<file path="src/rtl/chebyshev_pkg.sv">
// ============================================================================
// chebyshev_pkg : FSM state encoding and width helpers for chebyshev_feeder
// Rev 1.0
// ============================================================================
`default_nettype none

package chebyshev_pkg;

   localparam int COEFF_ADDR_W = 4;

   typedef enum logic [1:0] {
      S_IDLE    = 2'd0,
      S_FEED    = 2'd1,
      S_WAIT    = 2'd2,
      S_CAPTURE = 2'd3
   } state_t;

   function automatic int out_width(input int wl, input int cl, input int widening);
      return 2 * wl + cl + widening;
   endfunction

   function automatic int cnt_width(input int n);
      return $clog2(n + 1);
   endfunction

endpackage

`default_nettype wire

</file>
<file path="src/rtl/chebyshev_feeder_if.sv">
// ============================================================================
// chebyshev_feeder_if : control, table-write and compute-feed signal bundle
// Rev 1.0
// ============================================================================
`default_nettype none

interface chebyshev_feeder_if #(
   parameter int WL       = 4,
   parameter int CL       = 4,
   parameter int WIDENING = 0
);
   import chebyshev_pkg::*;

   localparam int OUT = out_width(WL, CL, WIDENING);

   logic                        start;
   logic signed [WL-1:0]        x_in;
   logic                        coeff_we;
   logic [COEFF_ADDR_W-1:0]     coeff_addr;
   logic signed [CL-1:0]        coeff_wdata;
   logic signed [WL-1:0]        data_out;
   logic signed [CL-1:0]        coeff_out;
   logic                        feed_valid;
   logic signed [OUT-1:0]       result_in;
   logic signed [OUT-1:0]       result;
   logic                        busy;
   logic                        done;

   modport master (
      output start, x_in, coeff_we, coeff_addr, coeff_wdata, result_in,
      input  data_out, coeff_out, feed_valid, result, busy, done
   );

   modport slave (
      input  start, x_in, coeff_we, coeff_addr, coeff_wdata, result_in,
      output data_out, coeff_out, feed_valid, result, busy, done
   );

endinterface

`default_nettype wire

</file>
<file path="src/rtl/chebyshev_coeff_regfile.sv">
// ============================================================================
// chebyshev_coeff_regfile : N_COEFF x CL coefficient table, 1 write, 1 async read
// Rev 1.0
// ============================================================================
`default_nettype none

module chebyshev_coeff_regfile
   import chebyshev_pkg::*;
#(
   parameter int CL      = 4,
   parameter int N_COEFF = 4
) (
   input  wire logic                    clk_i,
   input  wire logic                    rst_i,
   input  wire logic                    we_i,
   input  wire logic [COEFF_ADDR_W-1:0] waddr_i,
   input  wire logic signed [CL-1:0]    wdata_i,
   input  wire logic [COEFF_ADDR_W-1:0] raddr_i,
   output logic signed [CL-1:0]         rdata_o
);

   logic signed [CL-1:0] mem_q [N_COEFF];

   // Addresses beyond the table simply match no entry and are dropped.
   always_ff @(posedge clk_i or posedge rst_i) begin
      if (rst_i) begin
         for (int i = 0; i < N_COEFF; i++) begin
            mem_q[i] <= '0;
         end
      end else if (we_i) begin
         for (int i = 0; i < N_COEFF; i++) begin
            if (waddr_i == COEFF_ADDR_W'(i)) begin
               mem_q[i] <= wdata_i;
            end
         end
      end
   end

   always_comb begin
      rdata_o = '0;
      for (int i = 0; i < N_COEFF; i++) begin
         if (raddr_i == COEFF_ADDR_W'(i)) begin
            rdata_o = mem_q[i];
         end
      end
   end

endmodule

`default_nettype wire

</file>
<file path="src/rtl/chebyshev_feeder.sv">
// ============================================================================
// chebyshev_feeder : streams x and coefficients N-1..0 to a Clenshaw core, captures result
// Rev 1.0
// ============================================================================
`default_nettype none

module chebyshev_feeder
   import chebyshev_pkg::*;
#(
   parameter int WL       = 4,
   parameter int CL       = 4,
   parameter int WIDENING = 0,
   parameter int N_COEFF  = 4,
   parameter int LAT      = 2
) (
   input  wire logic         clk_i,
   input  wire logic         rst_i,
   chebyshev_feeder_if.slave bus
);

   localparam int OUT    = out_width(WL, CL, WIDENING);
   localparam int CNT_W  = cnt_width(N_COEFF);
   localparam int WAIT_W = (LAT > 1) ? $clog2(LAT) : 1;

   state_t                  state_q;
   logic [CNT_W-1:0]        idx_q;
   logic [WAIT_W-1:0]       wait_q;
   logic signed [WL-1:0]    data_q;
   logic signed [CL-1:0]    coeff_q;
   logic                    feed_valid_q;
   logic signed [OUT-1:0]   result_q;
   logic                    busy_q;
   logic                    done_q;

   logic                    rf_we_d;
   logic [COEFF_ADDR_W-1:0] rd_addr_d;
   logic signed [CL-1:0]    rd_data_d;
   logic signed [CL-1:0]    first_coeff_d;

   assign rf_we_d = bus.coeff_we && (state_q == S_IDLE);

   always_comb begin
      rd_addr_d = COEFF_ADDR_W'(N_COEFF - 1);
      if (state_q == S_FEED) begin
         rd_addr_d = COEFF_ADDR_W'(idx_q - CNT_W'(1));
      end
   end

   // A write landing in the start cycle must be seen by the very first term.
   always_comb begin
      first_coeff_d = rd_data_d;
      if (rf_we_d && (bus.coeff_addr == COEFF_ADDR_W'(N_COEFF - 1))) begin
         first_coeff_d = bus.coeff_wdata;
      end
   end

   chebyshev_coeff_regfile #(
      .CL      (CL),
      .N_COEFF (N_COEFF)
   ) u_regfile (
      .clk_i   (clk_i),
      .rst_i   (rst_i),
      .we_i    (rf_we_d),
      .waddr_i (bus.coeff_addr),
      .wdata_i (bus.coeff_wdata),
      .raddr_i (rd_addr_d),
      .rdata_o (rd_data_d)
   );

   always_ff @(posedge clk_i or posedge rst_i) begin
      if (rst_i) begin
         state_q      <= S_IDLE;
         idx_q        <= '0;
         wait_q       <= '0;
         data_q       <= '0;
         coeff_q      <= '0;
         feed_valid_q <= 1'b0;
         result_q     <= '0;
         busy_q       <= 1'b0;
         done_q       <= 1'b0;
      end else begin
         done_q <= 1'b0;
         case (state_q)
            S_IDLE: begin
               if (bus.start) begin
                  state_q      <= S_FEED;
                  busy_q       <= 1'b1;
                  data_q       <= bus.x_in;
                  coeff_q      <= first_coeff_d;
                  feed_valid_q <= 1'b1;
                  idx_q        <= CNT_W'(N_COEFF - 1);
               end
            end
            S_FEED: begin
               if (idx_q == '0) begin
                  feed_valid_q <= 1'b0;
                  data_q       <= '0;
                  coeff_q      <= '0;
                  if (LAT == 0) begin
                     state_q  <= S_CAPTURE;
                     result_q <= bus.result_in;
                     done_q   <= 1'b1;
                  end else begin
                     state_q <= S_WAIT;
                     wait_q  <= WAIT_W'(LAT - 1);
                  end
               end else begin
                  idx_q   <= idx_q - CNT_W'(1);
                  coeff_q <= rd_data_d;
               end
            end
            S_WAIT: begin
               if (wait_q == '0) begin
                  state_q  <= S_CAPTURE;
                  result_q <= bus.result_in;
                  done_q   <= 1'b1;
               end else begin
                  wait_q <= wait_q - WAIT_W'(1);
               end
            end
            S_CAPTURE: begin
               state_q <= S_IDLE;
               busy_q  <= 1'b0;
            end
            default: state_q <= S_IDLE;
         endcase
      end
   end

   assign bus.data_out   = data_q;
   assign bus.coeff_out  = coeff_q;
   assign bus.feed_valid = feed_valid_q;
   assign bus.result     = result_q;
   assign bus.busy       = busy_q;
   assign bus.done       = done_q;

endmodule

`default_nettype wire

</file>
<file path="src/flat_wrapper.sv">
// flat-port wrapper written by rule: the top's interface ports become plain ports
module chebyshev_feeder_flat import chebyshev_pkg::*;
#(
   parameter int WL       = 4,
   parameter int CL       = 4,
   parameter int WIDENING = 0,
   parameter int N_COEFF  = 4,
   parameter int LAT      = 2
)
  (clk_i, rst_i, bus_start, bus_x_in, bus_coeff_we, bus_coeff_addr, bus_coeff_wdata, bus_result_in, bus_data_out, bus_coeff_out, bus_feed_valid, bus_result, bus_busy, bus_done);
  chebyshev_feeder_if #(.WL(WL), .CL(CL), .WIDENING(WIDENING)) bus_i ();
  input  wire logic clk_i;
  input  wire logic rst_i;
  input wire logic [$bits(bus_i.start)-1:0] bus_start;
  input wire logic [$bits(bus_i.x_in)-1:0] bus_x_in;
  input wire logic [$bits(bus_i.coeff_we)-1:0] bus_coeff_we;
  input wire logic [$bits(bus_i.coeff_addr)-1:0] bus_coeff_addr;
  input wire logic [$bits(bus_i.coeff_wdata)-1:0] bus_coeff_wdata;
  input wire logic [$bits(bus_i.result_in)-1:0] bus_result_in;
  output wire logic [$bits(bus_i.data_out)-1:0] bus_data_out;
  output wire logic [$bits(bus_i.coeff_out)-1:0] bus_coeff_out;
  output wire logic [$bits(bus_i.feed_valid)-1:0] bus_feed_valid;
  output wire logic [$bits(bus_i.result)-1:0] bus_result;
  output wire logic [$bits(bus_i.busy)-1:0] bus_busy;
  output wire logic [$bits(bus_i.done)-1:0] bus_done;
  assign bus_i.start = bus_start;
  assign bus_i.x_in = bus_x_in;
  assign bus_i.coeff_we = bus_coeff_we;
  assign bus_i.coeff_addr = bus_coeff_addr;
  assign bus_i.coeff_wdata = bus_coeff_wdata;
  assign bus_i.result_in = bus_result_in;
  assign bus_data_out = bus_i.data_out;
  assign bus_coeff_out = bus_i.coeff_out;
  assign bus_feed_valid = bus_i.feed_valid;
  assign bus_result = bus_i.result;
  assign bus_busy = bus_i.busy;
  assign bus_done = bus_i.done;
  chebyshev_feeder #(.WL(WL), .CL(CL), .WIDENING(WIDENING), .N_COEFF(N_COEFF), .LAT(LAT)) u_core (.clk_i(clk_i), .rst_i(rst_i), .bus(bus_i));
endmodule
</file>
<file path="config.mk">
export PLATFORM = sky130hd
export DESIGN_NAME = chebyshev_feeder_flat
export DESIGN_NICKNAME = d
export VERILOG_FILES = /design/src/rtl/chebyshev_pkg.sv /design/src/rtl/chebyshev_feeder_if.sv /design/src/rtl/chebyshev_coeff_regfile.sv /design/src/rtl/chebyshev_feeder.sv /design/src/flat_wrapper.sv
export SDC_FILE = /design/constraint.sdc
export NUM_CORES = 1
export LEC_CHECK = 0
export ABC_CLOCK_PERIOD_IN_PS = 2700
export CAP_MARGIN = 20
export CORE_MARGIN = 4
export CORE_UTILIZATION = 50
export DETAILED_ROUTE_END_ITERATION = 8
export GPL_TIMING_DRIVEN = 0
export HOLD_SLACK_MARGIN = 0.08
export PLACE_DENSITY = 0.79
export SLEW_MARGIN = 20
export SYNTH_ARGS = -nofsm -noshare
export SYNTH_HDL_FRONTEND = slang
export SYNTH_HIERARCHICAL = 1
export SYNTH_SLANG_ARGS = --single-unit
</file>
<file path="constraint.sdc">
create_clock -name clk_i -period 2.7 [get_ports clk_i]
set_input_delay 0.54 -clock clk_i [delete_from_list [all_inputs] [get_ports clk_i]]
set_output_delay 0.54 -clock clk_i [all_outputs]
set_load 0.02 [all_outputs]
</file>
==> flow_metrics.py, run 1 <==
metrics = {
    "run_status": {
        "status": "complete, no violations",
    },
    "sta": {
        "maxSlewHeadroom_pct": 60.2,
        "tightest_slew_ps": 597,
        "rsz0062_at_grt": "no",
        "max_freq_mhz": 422,
        "finalSetupViolCount": 0,
        "slew_viol_final": 0,
        "finalSetupTns_ps": 0,
        "finClkSkew_ps": 7.40,
        "fin_crit_ps": 2370,
        "holdWs_ps": 480,
        "period_share_pct": 87.7,
        "hold_viol_final": 0,
    },
    "pwr": {
        "ir_drop_uv": 631,
        "leakagePower_nw": 1.31,
        "powerDensity_nw_per_um2": 1110,
        "finalPower_w": 0.00333,
    },
    "critical_path": {
        "path_max_fanout": 10,
        "crit_family": "multiplexers",
        "critPathCapture": "u_core/bus.coeff_out[3]",
        "cp_common_cell": "o21ai_0",
        "timing.rr.start": "u_core/state_q[1]",
        "slowest_stage": "mux4_1",
        "r2r_cells": 11,
        "crit_path_start": "u_core/state_q[1]",
        "critPathArrivalTime_ps": 2550,
        "slowest_delay_ps": 550,
        "path_cells": "inv_1 -> ha_1 -> buf_6 -> clkbuf_2 -> nand2_2 -> mux4_1 -> nor3b_1 -> nand2_1 -> o21ai_0 -> o21ai_0 -> o21ai_0",
        "timing.rr.end": "u_core/bus.coeff_out[3]",
        "cp-end-kind": "flip-flop",
        "setup.worst_path.class": "reg -> reg",
        "worst_setup_path_start_kind": "flip-flop",
        "worst-path-stages": 11,
        "crit_required_ps": 2880,
        "worst-path-buf-inv": 3,
        "rrSetupSlack_ps": 330,
    },
    "route": {
        "dr.pass1.iters": 4,
        "vias": 1612,
        "routedWlPerCell_um": 15.8,
        "drtIter0Drc": 56,
        "detail-route-antenna-nets": 0,
        "routed_wl_mm": 4.64,
        "drc": 0,
        "vias_per_cell": 5.48,
    },
    "global_route": {
        "antenna_found_initial": 0,
        "grt_overflow": 0,
        "grt_max_degree": 30,
        "grt_pass1_wl_mm": 8.07,
        "grt_pass1_vias": 1680,
        "gr-usage-all-layers_pct": 17.2,
    },
    "clock_tree": {
        "root_buffer": "clkbuf_8",
        "post-cts-setup-buffer-count": 0,
        "clk_path_buf_depth": 2,
        "cts.clk_slew.worst_paths_ps": 90,
        "cts_made_buffers": 5,
        "clock_latency_ps": 300,
        "cts_tree": "built",
        "cts.sinks": 45,
        "htree_levels": 2,
    },
    "layout": {
        "fillers": 346,
        "layout_common_cells": "clkdlybuf4s50_1 (50), dfrtp_1 (45), mux2_2 (28)",
        "layout.cells.most_common": "clkdlybuf4s50_1",
        "nNetsFinal": 275,
        "layout-drive-gt1-share_pct": 26.4,
        "n_antenna_cell": 0,
        "syn_to_final_growth_pct": 28.9,
        "final_area_um2": 2990,
    },
    "yosys": {
        "postSynthCellCount": 184,
        "synth_cell_types": 41,
        "synth-seq-cells": 45,
        "syn_area_um2": 2320,
        "yosysSeqAreaShare_pct": 48.6,
        "synth_area_leaders": "dfrtp_1 (49%), mux2_2 (14%), o21ai_0 (4.8%)",
        "syn_nets": 218,
        "avgSynthCellArea_um2": 12.6,
        "synth_top_area_share_pct": 48.6,
        "ys_warn_count": 6,
        "synth_largest_area_cell": "dfrtp_1",
    },
    "place": {
        "hpwlAfterDp_mm": 3.51,
        "placed_cell_area_um2": 2880,
        "place_congestion": 0.756,
        "io_buffers": 50,
    },
    "die": {
        "initial_utilization_pct": 52.5,
        "rows": 24,
        "io_pins": 51,
        "die_h_um": 76.1,
        "fp.dieW_um": 76.1,
        "dieArea_um2": 5790,
        "core_area_um2": 4410,
    },
    "hold_path": {
        "hold_path_class": "reg -> reg",
    },
    "job": {
        "drv_cap": 0,
    },
}
## layout make-up
type | instances | area [um2] | share of cell area [%]
Multi-Input combinational cell | 125 | 1110 | 37.3
Inverter | 9 | 33.8 | 1.13
Tap cell | 52 | 65.1 | 2.18
Sequential cell | 45 | 1130 | 37.7
Buffer | 5 | 46.3 | 1.55
Timing Repair Buffer | 50 | 500 | 16.8
Clock inverter | 1 | 5.00 | 0.168
Clock buffer | 7 | 96.3 | 3.22
## flip-flops by register name, indices dropped and copies added (netlist names)
register and cells:
u_core/wait_q 1, u_core/state_q 2, u_core/bus.feed_valid 1, u_core/bus.result 12, u_core/bus.done 1, u_core/u_regfile/mem_q 16
u_core/idx_q 3, u_core/bus.coeff_out 4, u_core/bus.busy 1, u_core/bus.data_out 4
## cell usage after synthesis
master     count
a21o_1         1
a21oi_2        1
a21oi_4        1
a22oi_1        5
a22oi_2        1
a2bb2oi_1      1
and2_1         1
and2_4         1
and2b_2        1
buf_4          1
buf_6          3
clkbuf_1       1
dfrtp_1       45
ha_1           6
inv_1          8
inv_2          1
mux2_2        28
mux2_4         2
mux2i_1        4
mux4_1         1
mux4_2         3
nand2_1       18
nand2b_1       3
nand2b_4       1
nand3_1        1
nand3_2        1
nand4_4        1
nand4bb_1      1
nor2_1         4
nor2b_4        2
nor3_1         2
nor3b_1        4
nor4b_2        1
nor4b_4        1
o21ai_0       22
o21ai_1        1
o21ai_2        1
o21ai_4        1
o2bb2ai_1      1
o41ai_2        1
xnor2_1        1
## worst min-delay path by stage
stage | startpoint | end | slack (ps) | cells past startpoint
global placement | u_core/bus.busy | u_core/bus.busy | 470 | 2
detailed placement | u_core/bus.busy | u_core/bus.busy | 470 | 2
CTS | u_core/bus.busy | u_core/bus.busy | 490 | 2
global route | u_core/u_regfile/mem_q[1] | u_core/u_regfile/mem_q[1] | 520 | 1
finish | u_core/bus.busy | u_core/bus.busy | 480 | 2
floorplan | rst_i | u_core/u_regfile/mem_q[0] | 450 | 1
## metrics by stage
stage / utilization (%) / instances / worst slack (ps)
4_1_cts: 67.6 / 294 / 98.4
3_3_place_gp: 65.3 / 286 / 143
5_1_grt: 67.7 / 294 / 77.9
6_report: 67.7 / 294 / 333
2_1_floorplan: - / 184 / 483
3_5_place_dp: 65.3 / 286 / 112
## power breakdown
part           switching, W  internal [W]
Sequential         0.000171      0.000973
Combinational      0.000829      0.000899
Clock              0.000223      0.000231
Total               0.00122       0.00210
## layer usage
layer / routed length (um) / vias up / GRT usage (%) / part of all wire, %
li1: - / 776 / - / -
met1: 2000 / 781 / 21.9 / 43
met2: 2300 / 49 / 27.7 / 50
met3: 271 / 6 / 5.08 / 5.8
met4: 67 / 0 / 5.77 / 1.4
met5: 0 / - / 0 / 0
## logic make-up after synthesis
| kind of cell | share of synthesized area, % |
|---|---|
| flops | 48.6 |
| simple gates | 12.6 |
| mux | 20.7 |
| compound gates | 11.1 |
| buf+inv | 3.40 |
| fa+ha+maj | 3.24 |
| xor+xnor | 0.378 |
## repair_timing
item | in CTS | in global routing
resized for setup | 0 | 3
hold buffers | 0 | 0
setup endpoints to repair | 0 | 4
## worst min-delay path: stages, from the launching register on
cell and delay (ps):
dfrtp_1 350, nand2_1 40, o21ai_0 50
Power figures use the tool's default switching activity.
==> run 2: changes to the inputs <==
--- a/config.mk
+++ b/config.mk
@@ -12,6 +12,7 @@
 export DETAILED_ROUTE_END_ITERATION = 8
 export GPL_TIMING_DRIVEN = 0
 export HOLD_SLACK_MARGIN = 0.08
+export MAX_ROUTING_LAYER = met4
 export PLACE_DENSITY = 0.79
 export SLEW_MARGIN = 20
 export SYNTH_ARGS = -nofsm -noshare
==> run 2 against run 1 <==
  * Register-to-register slack about the same
  * Wire length increased by 1.1%
  * Utilization unchanged
  * Total power increased by 0.21%
  * Clock-buffer cell count unchanged
  * Final area unchanged
  * Combinational power about the same
  * Setup slack got worse by 4.1 ps
  * Critical path depth unchanged
  * Sequential power about the same
  * Clock power about the same
  * First-iteration DRC count increased by 29%
  * Critical path type unchanged
==> flow_metrics.py, run 2 (synthesis gave the netlist of run 1 again) <==
metrics = {
    "run_status": {
        "status": "complete, no violations",
    },
    "sta": {
        "worst_slack_ps": 329,
        "max_freq_mhz": 422,
        "finalSetupTns_ps": 0,
        "tightest_slew_ps": 603,
        "holdWs_ps": 480,
        "rsz0062_at_grt": "no",
        "finalSetupViolCount": 0,
        "hold_viol_final": 0,
        "finClkSkew_ps": 7.80,
        "slew_viol_final": 0,
        "period_share_pct": 87.8,
        "maxSlewHeadroom_pct": 59.7,
        "fin_crit_ps": 2370,
    },
    "critical_path": {
        "cp-end-kind": "flip-flop",
        "timing.rr.end": "u_core/bus.coeff_out[3]",
        "crit_path_start": "u_core/state_q[1]",
        "worst_setup_path_start_kind": "flip-flop",
        "crit_required_ps": 2880,
        "r2r_cells": 11,
        "critPathArrivalTime_ps": 2550,
        "path_max_fanout": 10,
        "setup.worst_path.class": "reg -> reg",
        "critPathCapture": "u_core/bus.coeff_out[3]",
        "timing.rr.start": "u_core/state_q[1]",
        "rrSetupSlack_ps": 330,
    },
    "die": {
        "dieArea_um2": 5790,
        "core_area_um2": 4410,
        "fp.dieW_um": 76.1,
        "initial_utilization_pct": 52.5,
        "rows": 24,
        "die_h_um": 76.1,
        "io_pins": 51,
    },
    "layout": {
        "layout_common_cells": "clkdlybuf4s50_1 (50), dfrtp_1 (45), mux2_2 (28)",
        "largest_reg_flops": 16,
        "fillers": 346,
        "layout-drive-gt1-share_pct": 26.4,
        "layout.cells.most_common": "clkdlybuf4s50_1",
        "n_antenna_cell": 0,
        "nNetsFinal": 275,
        "syn_to_final_growth_pct": 28.9,
        "regMostFlops": "u_core/u_regfile/mem_q",
    },
    "pwr": {
        "leakagePower_nw": 1.31,
        "powerDensity_nw_per_um2": 1120,
        "ir_drop_uv": 634,
    },
    "place": {
        "place_ws_ps": 112,
        "place_congestion": 0.766,
        "io_buffers": 50,
        "hpwlAfterDp_mm": 3.51,
    },
    "route": {
        "drc": 0,
        "vias": 1609,
        "routed_wl_mm": 4.69,
        "routedWlPerCell_um": 15.9,
        "detail-route-antenna-nets": 0,
        "vias_per_cell": 5.47,
        "dr.pass1.iters": 4,
        "drtIter0Drc": 72,
    },
    "clock_tree": {
        "root_buffer": "clkbuf_8",
        "clk_path_buf_depth": 2,
        "cts_made_buffers": 5,
        "clock_latency_ps": 300,
        "cts.sinks": 45,
        "cts_hold_buf": 0,
        "htree_levels": 2,
        "cts_tree": "built",
        "cts.clk_slew.worst_paths_ps": 90,
    },
    "global_route": {
        "grt_overflow": 0,
        "grt_pass1_vias": 1680,
        "grt_pass1_wl_mm": 8.07,
        "grt_max_degree": 30,
        "antenna_found_initial": 0,
        "gr-usage-all-layers_pct": 17.7,
    },
    "hold_path": {
        "worstHoldPathCells": 2,
        "hold_path_class": "reg -> reg",
    },
    "job": {
        "drv_cap": 0,
    },
}
run 2: layout make-up:
cell class                      instances  area (um2)  area share, %
Clock buffer                            7        96.3           3.22
Buffer                                  5        46.3           1.55
Clock inverter                          1        5.00          0.168
Sequential cell                        45        1130           37.7
Multi-Input combinational cell        125        1110           37.3
Timing Repair Buffer                   50         500           16.8
Inverter                                9        33.8           1.13
Tap cell                               52        65.1           2.18
run 2: routing by layer:
layer | GRT usage (%) | part of all wire [%] | vias to the layer above
li1 | - | - | 774
met5 | - | 0 | -
met2 | 27.7 | 49 | 44
met3 | 4.85 | 5.1 | 4
met1 | 22.2 | 44 | 787
met4 | 6.29 | 1.2 | 0
run 2: worst max-delay path: stages, from the launching register on:
cell,delay (ps)
dfrtp_1,420
inv_1,90
ha_1,190
buf_6,140
clkbuf_2,190
nand2_2,180
mux4_1,550
nor3b_1,170
nand2_1,90
o21ai_0,60
o21ai_0,70
o21ai_0,100
run 2: how the worst min path moves through the flow:
stage                     slack (ps)                         to                      start
after CTS                        490            u_core/bus.busy            u_core/bus.busy
after global routing             520  u_core/u_regfile/mem_q[1]  u_core/u_regfile/mem_q[1]
after detailed placement         470            u_core/bus.busy            u_core/bus.busy
after global placement           470            u_core/bus.busy            u_core/bus.busy
after floorplan                  450  u_core/u_regfile/mem_q[0]                      rst_i
final                            480            u_core/bus.busy            u_core/bus.busy
run 2: stage by stage:
| step | std cells | instance area, um2 | utilization [%] | power [W] |
|---|---|---|---|---|
| after floorplan | 184 | 2320 | - | 0.00230 |
| final | 294 | 2990 | 67.7 | 0.00333 |
| after CTS | 294 | 2980 | 67.6 | 0.00337 |
| after global routing | 294 | 2990 | 67.7 | 0.00358 |
| after detailed placement | 286 | 2880 | 65.3 | 0.00290 |
| after global placement | 286 | 2880 | 65.3 | 0.00285 |
run 2: power breakdown:
| part | switching, W | internal (W) | leakage [nW] | total (W) |
|---|---|---|---|---|
| logic | 0.000834 | 0.000899 | 0.704 | 0.00173 |
| registers | 0.000172 | 0.000973 | 0.556 | 0.00114 |
| clock network | 0.000224 | 0.000231 | 0.0542 | 0.000455 |
run 2: what timing repair did:
item | in CTS | in global routing
endpoints found under the hold margin | 0 | 0
setup endpoints to repair | 0 | 4
setup buffers | 0 | 0
resized for setup | 0 | 3
